==> config.mk <==
export PLATFORM = sky130hd
export DESIGN_NAME = seven_segment_scanner
export DESIGN_NICKNAME = d
export VERILOG_FILES = /design/src/rtl/seven_segment_scanner.sv
export SDC_FILE = /design/constraint.sdc
export NUM_CORES = 1
export LEC_CHECK = 0
export BUFFER_PORTS_ARGS = -buffer_cell sky130_fd_sc_hd__buf_4
export CAP_MARGIN = 20
export CORE_ASPECT_RATIO = 0.9
export CORE_MARGIN = 2
export CORE_UTILIZATION = 55
export CTS_BUF_LIST = sky130_fd_sc_hd__clkbuf_8
export DETAILED_ROUTE_END_ITERATION = 7
export PLACE_DENSITY = 0.7
export SYNTH_ARGS = -nofsm -noshare
export SYNTH_HDL_FRONTEND = slang
export SYNTH_SLANG_ARGS = --single-unit
==> constraint.sdc <==
create_clock -name clk -period 2.7 [get_ports clk]
set_clock_uncertainty 0.15 [all_clocks]
set_input_delay 0.54 -clock clk [delete_from_list [all_inputs] [get_ports clk]]
set_output_delay 0.54 -clock clk [all_outputs]
set_load 0.05 [all_outputs]
==> src/rtl/seven_segment_scanner.sv <==
// Time-multiplexed 7-segment digit scanner with dead-time between slots,
// leading-zero/invalid-digit blanking and frame-synchronous display updates.
module seven_segment_scanner #(
    parameter int unsigned NUM_DIGITS  = 4,
    parameter int unsigned REFRESH_DIV = 50000,
    parameter int unsigned DEAD_CYCLES = 16
) (
    input  logic                    clk,
    input  logic                    rst_n,
    input  logic                    enable,
    input  logic                    blank_lz,
    input  logic                    load_valid,
    output logic                    load_ready,
    input  logic [4*NUM_DIGITS-1:0] load_data,
    output logic [3:0]              digit_bcd,
    output logic [NUM_DIGITS-1:0]   digit_en,
    output logic                    frame_done
);

    localparam int unsigned IDX_W   = $clog2(NUM_DIGITS);
    localparam int unsigned CNT_MAX = (REFRESH_DIV > DEAD_CYCLES) ? REFRESH_DIV : DEAD_CYCLES;
    localparam int unsigned CNT_W   = (CNT_MAX > 1) ? $clog2(CNT_MAX) : 1;

    localparam logic [CNT_W-1:0] DRIVE_LAST = CNT_W'(REFRESH_DIV - 1);
    localparam logic [CNT_W-1:0] DEAD_LAST  = CNT_W'((DEAD_CYCLES > 0) ? DEAD_CYCLES - 1 : 0);
    localparam logic [IDX_W-1:0] LAST_IDX   = IDX_W'(NUM_DIGITS - 1);

    typedef enum logic [1:0] {StOff, StDrive, StDead} state_e;

    state_e                  state_q, state_d;
    logic [IDX_W-1:0]        idx_q, idx_d;
    logic [CNT_W-1:0]        cnt_q, cnt_d;
    logic [4*NUM_DIGITS-1:0] display_q, display_d;
    logic [4*NUM_DIGITS-1:0] pend_q, pend_d;
    logic                    pend_valid_q, pend_valid_d;

    logic                    accept;
    logic                    advance;
    logic                    wrap;
    logic                    frame_d;
    logic                    zero_above;
    logic [NUM_DIGITS-1:0]   blank;
    logic [NUM_DIGITS-1:0]   en_d;
    logic [3:0]              bcd_d;

    assign accept = load_valid && load_ready;

    always_comb begin
        state_d      = state_q;
        idx_d        = idx_q;
        cnt_d        = cnt_q;
        display_d    = display_q;
        pend_d       = pend_q;
        pend_valid_d = pend_valid_q;
        advance      = 1'b0;
        wrap         = 1'b0;
        frame_d      = 1'b0;

        unique case (state_q)
            StOff: begin
                idx_d = '0;
                cnt_d = '0;
                if (enable) state_d = StDrive;
            end
            StDrive: begin
                if (!enable) begin
                    state_d = StOff;
                end else if (cnt_q == DRIVE_LAST) begin
                    cnt_d = '0;
                    if (DEAD_CYCLES == 0) advance = 1'b1;
                    else                  state_d = StDead;
                end else begin
                    cnt_d = cnt_q + 1'b1;
                end
            end
            StDead: begin
                if (!enable) begin
                    state_d = StOff;
                end else if (cnt_q == DEAD_LAST) begin
                    cnt_d   = '0;
                    advance = 1'b1;
                    state_d = StDrive;
                end else begin
                    cnt_d = cnt_q + 1'b1;
                end
            end
            default: state_d = StOff;
        endcase

        if (advance) begin
            if (idx_q == LAST_IDX) begin
                idx_d   = '0;
                wrap    = 1'b1;
                frame_d = 1'b1;
            end else begin
                idx_d = idx_q + 1'b1;
            end
        end

        if (state_q == StOff) begin
            if (accept) display_d = load_data;
        end else if (state_d == StOff) begin
            // Going dark: whatever is queued becomes visible on the next enable.
            idx_d        = '0;
            cnt_d        = '0;
            pend_valid_d = 1'b0;
            if (accept)            display_d = load_data;
            else if (pend_valid_q) display_d = pend_q;
        end else begin
            if (wrap && pend_valid_q) begin
                display_d    = pend_q;
                pend_valid_d = 1'b0;
            end
            // Data accepted on the boundary edge waits for the following frame.
            if (accept) begin
                pend_d       = load_data;
                pend_valid_d = 1'b1;
            end
        end
    end

    // Blanking and registered outputs are derived from next-state values so
    // the visible digit always matches the state it is driven in.
    always_comb begin
        blank      = '0;
        zero_above = blank_lz;
        for (int i = NUM_DIGITS - 1; i >= 0; i--) begin
            zero_above = zero_above && (display_d[4*i +: 4] == 4'd0);
            blank[i]   = (display_d[4*i +: 4] > 4'd9) || (zero_above && (i != 0));
        end
        en_d  = '0;
        bcd_d = digit_bcd;
        if (state_d == StDrive) begin
            en_d  = (NUM_DIGITS'(1) << idx_d) & ~blank;
            bcd_d = display_d[{idx_d, 2'b00} +: 4];
        end
    end

    always_ff @(posedge clk or negedge rst_n) begin
        if (!rst_n) begin
            state_q      <= StOff;
            idx_q        <= '0;
            cnt_q        <= '0;
            display_q    <= '0;
            pend_q       <= '0;
            pend_valid_q <= 1'b0;
            digit_en     <= '0;
            digit_bcd    <= '0;
            frame_done   <= 1'b0;
            load_ready   <= 1'b1;
        end else begin
            state_q      <= state_d;
            idx_q        <= idx_d;
            cnt_q        <= cnt_d;
            display_q    <= display_d;
            pend_q       <= pend_d;
            pend_valid_q <= pend_valid_d;
            digit_en     <= en_d;
            digit_bcd    <= bcd_d;
            frame_done   <= frame_d;
            load_ready   <= !pend_valid_d;
        end
    end

endmodule

==> qor.txt, run 1 <==
YS warnings = 0
Finished Cell Area = 0.00452 sq mm
Worst min path class = input port to async pin
Post-DP HPWL = 7470 um
Multi-input logic area = 0.00202 sq mm
Critical-path top delay cell = dfrtp_2
Root buffer cell = clkbuf_8
Place WS = -42.3 ps
Clock buffer depth = 2
GRT Util Overall = 0.280
Most used DFF post-synth = dfrtp_1
Max VDD drop = 0.431 mV
Layout cells sized above 1 = 0.328
Via-to-Cell Ratio = 6.25
Final worst-path cycle share = 0.967
Clk pwr share = 0.310
Final core occ = 0.690
Drt total wl = 10400 um
Crit path launch = state_q[1]$_DFF_PN0_
Seq pwr share = 0.447
CP cell instances = buf_4, a21boi_4, buf_12, nand2_1, o311ai_2, nor2_1, o21bai_4, nor2_1, a2111oi_2
Antenna Nets Post-Route = 0
Seq/Total Area, Yosys = 0.426
Clk sink count = 63
Total power = 2.68 mW
Grt ovf = 0
Worst setup EP type = flop
Cell Area, Placed = 0.00422 sq mm
Worst setup margin = 87.9 ps
Leak Pwr = 1.91 nW
Number of port buffers = 30
CTS Hold Buffers Added = 0
RSZ-0062 raised after global routing = no
Die Span Y = 81.9 um
FF+latch area = 0.00158 sq mm
Buf+Inv Stages, Crit Path = 2
Largest net degree at the start of global routing = 64
Synth Area per Inst = 9.72 sq um
Switching share of power = 0.316
Maximum fanout along the worst path = 18
CP Class = flop to flop
DR DRC count = 0
Die area = 0.00741 sq mm
GP Congestion = 0.954
Initial antenna violation count = 0
IO Pins = 31
Cell Rows = 28
Worst flop-to-flop path endpoint = digit_en[3]$_DFF_PN0_
N_diodes = 0
Slew margin rel. = 0.464
DR WL/cell = 19.3 um
CTS tree = yes
Setup-failing EPs final = 0
EDFF count, synth = 0
# nets final = 467
Actual slew at the worst max-slew pin = 804 ps
RR Startpoint = state_q[1]$_DFF_PN0_
Mapped Cells = 381
TNS Setup = 0 ps
Initial core utilization = 0.566
# fillers = 514
Vias = 3365
Final Hold Fails = 0
Internal Pwr Total = 1.84 mW
CP arrival = 2680 ps
Most common cell after layout, fill and taps aside = buf_4
Max Slew Vio Count = 0
CP Launch Type = flop
H-tree levels = 3
Vias in the first global route = 3172
Clock transition at the registers of the reported paths = 70 ps
CP delay by family, top = compound AO/OA/AOI/OAI gates
Fmax = 383 MHz
Most frequent CP cell = nor2_1
Post-synthesis cell area = 0.00370 sq mm
Die Wd = 90.5 um
Logic gate share of total power = 0.243
First-pass GRT wire length = 16000 um
Synth top area share = 0.419
Top post-synthesis cells by area = dfrtp_1, mux2_2, a21oi_1
Cell variety after synth = 69
Critical Path Stages = 9
Total of max-cap violations = 0
Required @ worst endpoint = 2770 ps
Clock Latency Late Sink = 350 ps
Cts bufs inserted = 9
Synth Net Count = 404
First DRT Iteration DRCs = 319
Syn-to-layout area delta = 22.0%
Switching power = 0.848 mW
Status = complete, no violations
FF+latch count, synth = 63
CP max stage delay = 470 ps
Worst r2r path cells = 9
End of the critical path = digit_en[3]$_DFF_PN0_
Leading area contributor after synthesis = dfrtp_1
Post-route minimum period = 2610 ps
Ys async rst share = 1.00
Reg2reg setup slack = 90 ps
Pwr/cell area = 594 mW/mm^2
Commonest cells after routing, fill and taps aside = buf_4, dfrtp_1, a21oi_1, nor2_1, nand2_1
Core ar. = 0.00655 sq mm
Detailed Routing Iterations Pass 1 = 5
[through the flow]
step	hold WS, ps	cells
3_3_place_gp	371	516
6_report	121	538
3_5_place_dp	388	516
4_1_cts	153	531
5_1_grt	213	538
2_1_floorplan	94.4	381
[worst min path at each step]
stage	depth (start not counted)	slack, ps	start	end
after floorplan	0	90	rst_n	cnt_q[0]$_DFF_PN0_
after global placement	2	370	cnt_q[0]$_DFF_PN0_	cnt_q[0]$_DFF_PN0_
after detailed placement	1	390	pend_q[5]$_DFFE_PN0P_	pend_q[5]$_DFFE_PN0P_
after CTS	1	150	rst_n	cnt_q[12]$_DFF_PN0_
after global routing	1	210	rst_n	cnt_q[11]$_DFF_PN0_
final	1	120	rst_n	cnt_q[12]$_DFF_PN0_
[synth_stat cells (all sizes together) (2+ instances only)]
| cell | instances |
|---|---|
| a211o | 2 |
| a211oi | 6 |
| a21boi | 2 |
| a21oi | 33 |
| a2bb2oi | 2 |
| a311oi | 6 |
| a31oi | 10 |
| a32oi | 2 |
| and3 | 5 |
| and4 | 3 |
| buf | 11 |
| clkbuf | 10 |
| dfrtp | 62 |
| ha | 2 |
| inv | 14 |
| mux2 | 27 |
| mux2i | 11 |
| nand2 | 29 |
| nand3 | 17 |
| nand4 | 3 |
| nor2 | 35 |
| nor2b | 5 |
| nor3 | 8 |
| nor3b | 3 |
| nor4 | 4 |
| o211ai | 3 |
| o21ai | 20 |
| o221ai | 2 |
| o22ai | 13 |
| o311ai | 3 |
| or2 | 3 |
| or3 | 2 |
| or4 | 3 |
[registers in the layout, summed over array words and instances, names as in the netlist]
register	flops
cnt_q	16
display_q	16
pend_q	16
digit_bcd	4
digit_en	4
idx_q	2
state_q	2
frame_done	1
load_ready	1
pend_valid_q	1
[cell type report]
| type | instances | share of cell area |
|---|---|---|
| clock inverter | 4 | 0.0102 |
| inverter | 14 | 0.0116 |
| sequential | 63 | 0.350 |
| multi-input combinational | 284 | 0.447 |
| clock buffer | 11 | 0.0335 |
| timing repair buffer | 72 | 0.122 |
| tap | 90 | 0.0249 |
[metal layers]
metal  track usage  share of wire
met2         0.434           0.46
met3        0.0651          0.079
met4         0.111          0.020
met1         0.386           0.44
met5             0              0
[logic make-up after synthesis]
kind of cell,after synthesis,share of synthesized area
and+or+nand+nor,127,0.196
AOI/OAI and AO/OA,116,0.216
DFF,63,0.426
muxes,38,0.112
buffers and inverters,35,0.0436
adders and majority gates,2,0.00675
[power by group through the flow]
| stage | Clock [mW] | Combinational [mW] | Sequential (mW) |
|---|---|---|---|
| global placement | 0 | 0.619 | 1.20 |
| floorplan | 0 | 0.391 | 1.22 |
| finish | 0.833 | 0.652 | 1.20 |
| CTS | 0.844 | 0.639 | 1.19 |
| detailed placement | 0 | 0.635 | 1.21 |
| global route | 0.882 | 0.704 | 1.21 |
[timing repair]
action                     4_1_cts  5_1_grt
setup buffers                    0        6
setup endpoints to repair        1        7
gates resized for setup          1       13
pin swaps                        0        4
cloned                           0        1
Note: power is estimated with default switching activity, not from simulation.
==> run 2: changes to the inputs <==
- BUFFER_PORTS_ARGS: -buffer_cell sky130_fd_sc_hd__buf_4 -> unset
- DONT_BUFFER_PORTS: unset -> 1
- PLACE_DENSITY: 0.7 -> 0.66
==> run 2 against run 1 <==
Wire length shrank 6.5%; via count down 4.8%; critical path depth unchanged; count of clock-buffer cells in the layout decreased by 1; combinational power shrank 14%; cell count fell by 5.2%; power up 2.0%; global-route usage fell by 0.48 points; non-clock buffer count down 28; flip-flop and latch count stayed put.
==> qor.txt, run 2 (synthesis results as in run 1) <==
Cell count after placement = 485 (was 516)
Cts bufs inserted = 9 (unchanged)
Clock buffer depth = 2 (unchanged)
Final Hold Fails = 0 (unchanged)
CP delay by family, top = compound AO/OA/AOI/OAI gates (unchanged)
Clk pwr share = 0.339 (was 0.310)
Post-DP HPWL = 7010 um (was 7470 um)
CP Class = flop to flop (unchanged)
DR DRC count = 0 (unchanged)
Worst min path class = input port to flop (was input port to async pin)
Critical-path top delay cell = dfrtp_2 (unchanged)
Switching share of power = 0.310 (was 0.316)
Die Span Y = 81.9 um (unchanged)
CP arrival = 2750 ps (was 2680 ps)
Drt total wl = 9720 um (was 10400 um)
Grt ovf = 0 (unchanged)
Internal Pwr Total = 1.89 mW (was 1.84 mW)
Leak Pwr = 1.79 nW (was 1.91 nW)
Via-to-Cell Ratio = 6.28 (was 6.25)
Syn-to-layout area delta = 17.2% (was 22.0%)
Fmax = 382 MHz (was 383 MHz)
Buf+Inv Stages, Crit Path = 2 (unchanged)
Max Slew Vio Count = 0 (unchanged)
Maximum fanout along the worst path = 10 (was 18)
Cell Rows = 28 (unchanged)
H-tree levels = 3 (unchanged)
Fin cells = 510 (was 538)
Largest net degree at the start of global routing = 64 (unchanged)
Max VDD drop = 0.445 mV (was 0.431 mV)
Core ar. = 0.00655 sq mm (unchanged)
Clk sink count = 63 (unchanged)
CTS tree = yes (unchanged)
Antenna Nets Post-Route = 0 (unchanged)
Vias in the first global route = 3046 (was 3172)
Commonest cells after routing, fill and taps aside = dfrtp_1, buf_4, nor2_1, a21oi_1, nand2_1 (was buf_4, dfrtp_1, a21oi_1, nor2_1, nand2_1)
Die area = 0.00741 sq mm (unchanged)
Hold slack = 175 ps (was 121 ps)
Pwr/cell area = 631 mW/mm^2 (was 594 mW/mm^2)
Actual slew at the worst max-slew pin = 512 ps (was 804 ps)
Status = complete, no violations (unchanged)
Die Wd = 90.5 um (unchanged)
Detailed Routing Iterations Pass 1 = 5 (unchanged)
Post-route minimum period = 2620 ps (was 2610 ps)
Root buffer cell = clkbuf_8 (unchanged)
IO Pins = 31 (unchanged)
Required @ worst endpoint = 2830 ps (was 2770 ps)
Vias = 3202 (was 3365)
Switching power = 0.848 mW (about the same)
Setup-failing EPs final = 0 (unchanged)
Final worst-path cycle share = 0.970 (was 0.967)
Initial antenna violation count = 0 (unchanged)
Number of port buffers = 0 (was 30)
GP Congestion = 0.939 (was 0.954)
Reg2reg setup slack = 80 ps (was 90 ps)
Clock Latency Late Sink = 350 ps (about the same)
CP cell instances = buf_4, a211o_1, buf_4, o22ai_1, a21oi_1, a311oi_1, nand2_1, a211o_1, a21oi_1 (was buf_4, a21boi_4, buf_12, nand2_1, o311ai_2, nor2_1, o21bai_4, nor2_1, a2111oi_2)
GRT Util Overall = 0.276 (was 0.280)
Clock transition at the registers of the reported paths = 70 ps (about the same)
Worst setup margin = 79.7 ps (was 87.9 ps)
N_diodes = 0 (unchanged)
Seq pwr share = 0.455 (was 0.447)
Regs by FF count = cnt_q x16, display_q x16, pend_q x16 (unchanged)
Place WS = 3.25 ps (was -42.3 ps)
Initial core utilization = 0.566 (unchanged)
First-pass GRT wire length = 15800 um (was 16000 um)
DR WL/cell = 19.1 um (was 19.3 um)
Most common cell after layout, fill and taps aside = dfrtp_1 (was buf_4)
Slew margin rel. = 0.659 (was 0.464)
Total of max-cap violations = 0 (unchanged)
Layout cells sized above 1 = 0.276 (was 0.328)
Worst setup EP type = flop (unchanged)
First DRT Iteration DRCs = 230 (was 319)
CP max stage delay = 470 ps (about the same)
# nets final = 438 (was 467)
CP Launch Type = flop (unchanged)
Logic gate share of total power = 0.206 (was 0.243)
[run 2: layer usage]
layer | wire length, um | up-vias | global-route usage
met1 | 4530 | 1564 | 0.385
met3 | 700 | 17 | 0.0706
li1 | - | 1500 | -
met5 | 0 | - | 0
met2 | 4310 | 121 | 0.420
met4 | 174 | 0 | 0.0969
[run 2: stage by stage]
stage          TNS, ps  utilization  total power, mW  instance area (sq um)
6_report             0        0.663             2.74                   4340
5_1_grt          -16.8        0.663             2.86                   4340
4_1_cts              0        0.648             2.72                   4250
3_5_place_dp         0        0.608             1.77                   3980
3_3_place_gp         0        0.608             1.76                   3980
2_1_floorplan        0            -             1.61                   3700
[run 2: cell type report]
type,instances,area [sq um]
multi-input combinational,283,2010
clock buffer,10,138
sequential,63,1580
fill,535,2210
clock inverter,6,85.1
tap,90,113
inverter,14,52.6
timing repair buffer,44,363
[run 2: repair_timing]
item                                    in CTS  in global routing
gates cloned                                 0                  0
hold buffers                                 2                  0
endpoints found under the hold margin       63                  0
buffers inserted                             0                  7
endpoints found under the setup margin       2                  8
resized for setup                            1                  9
pin swaps                                    0                  2
[run 2: power groups by stage]
stage                     logic, mW  registers (mW)  clock network, mW
after detailed placement      0.511            1.26                  0
after global placement        0.507            1.25                  0
final                         0.563            1.25              0.928
after global routing          0.616            1.26              0.982
after CTS                     0.541            1.24              0.946
after floorplan               0.391            1.22                  0
[run 2: path summary, 6_finish.rpt]
check                                           from                     to  depth (start not counted)
worst min-delay path                          enable   state_q[1]$_DFF_PN0_                          1
worst max register to register  state_q[0]$_DFF_PN0_  digit_en[1]$_DFF_PN0_                          9
worst min register to register    cnt_q[0]$_DFF_PN0_     cnt_q[0]$_DFF_PN0_                          1
min in group asynchronous                      rst_n    cnt_q[14]$_DFF_PN0_                          2
worst max-delay path            state_q[0]$_DFF_PN0_  digit_en[1]$_DFF_PN0_                          9
max in group asynchronous                      rst_n   state_q[0]$_DFF_PN0_                          2
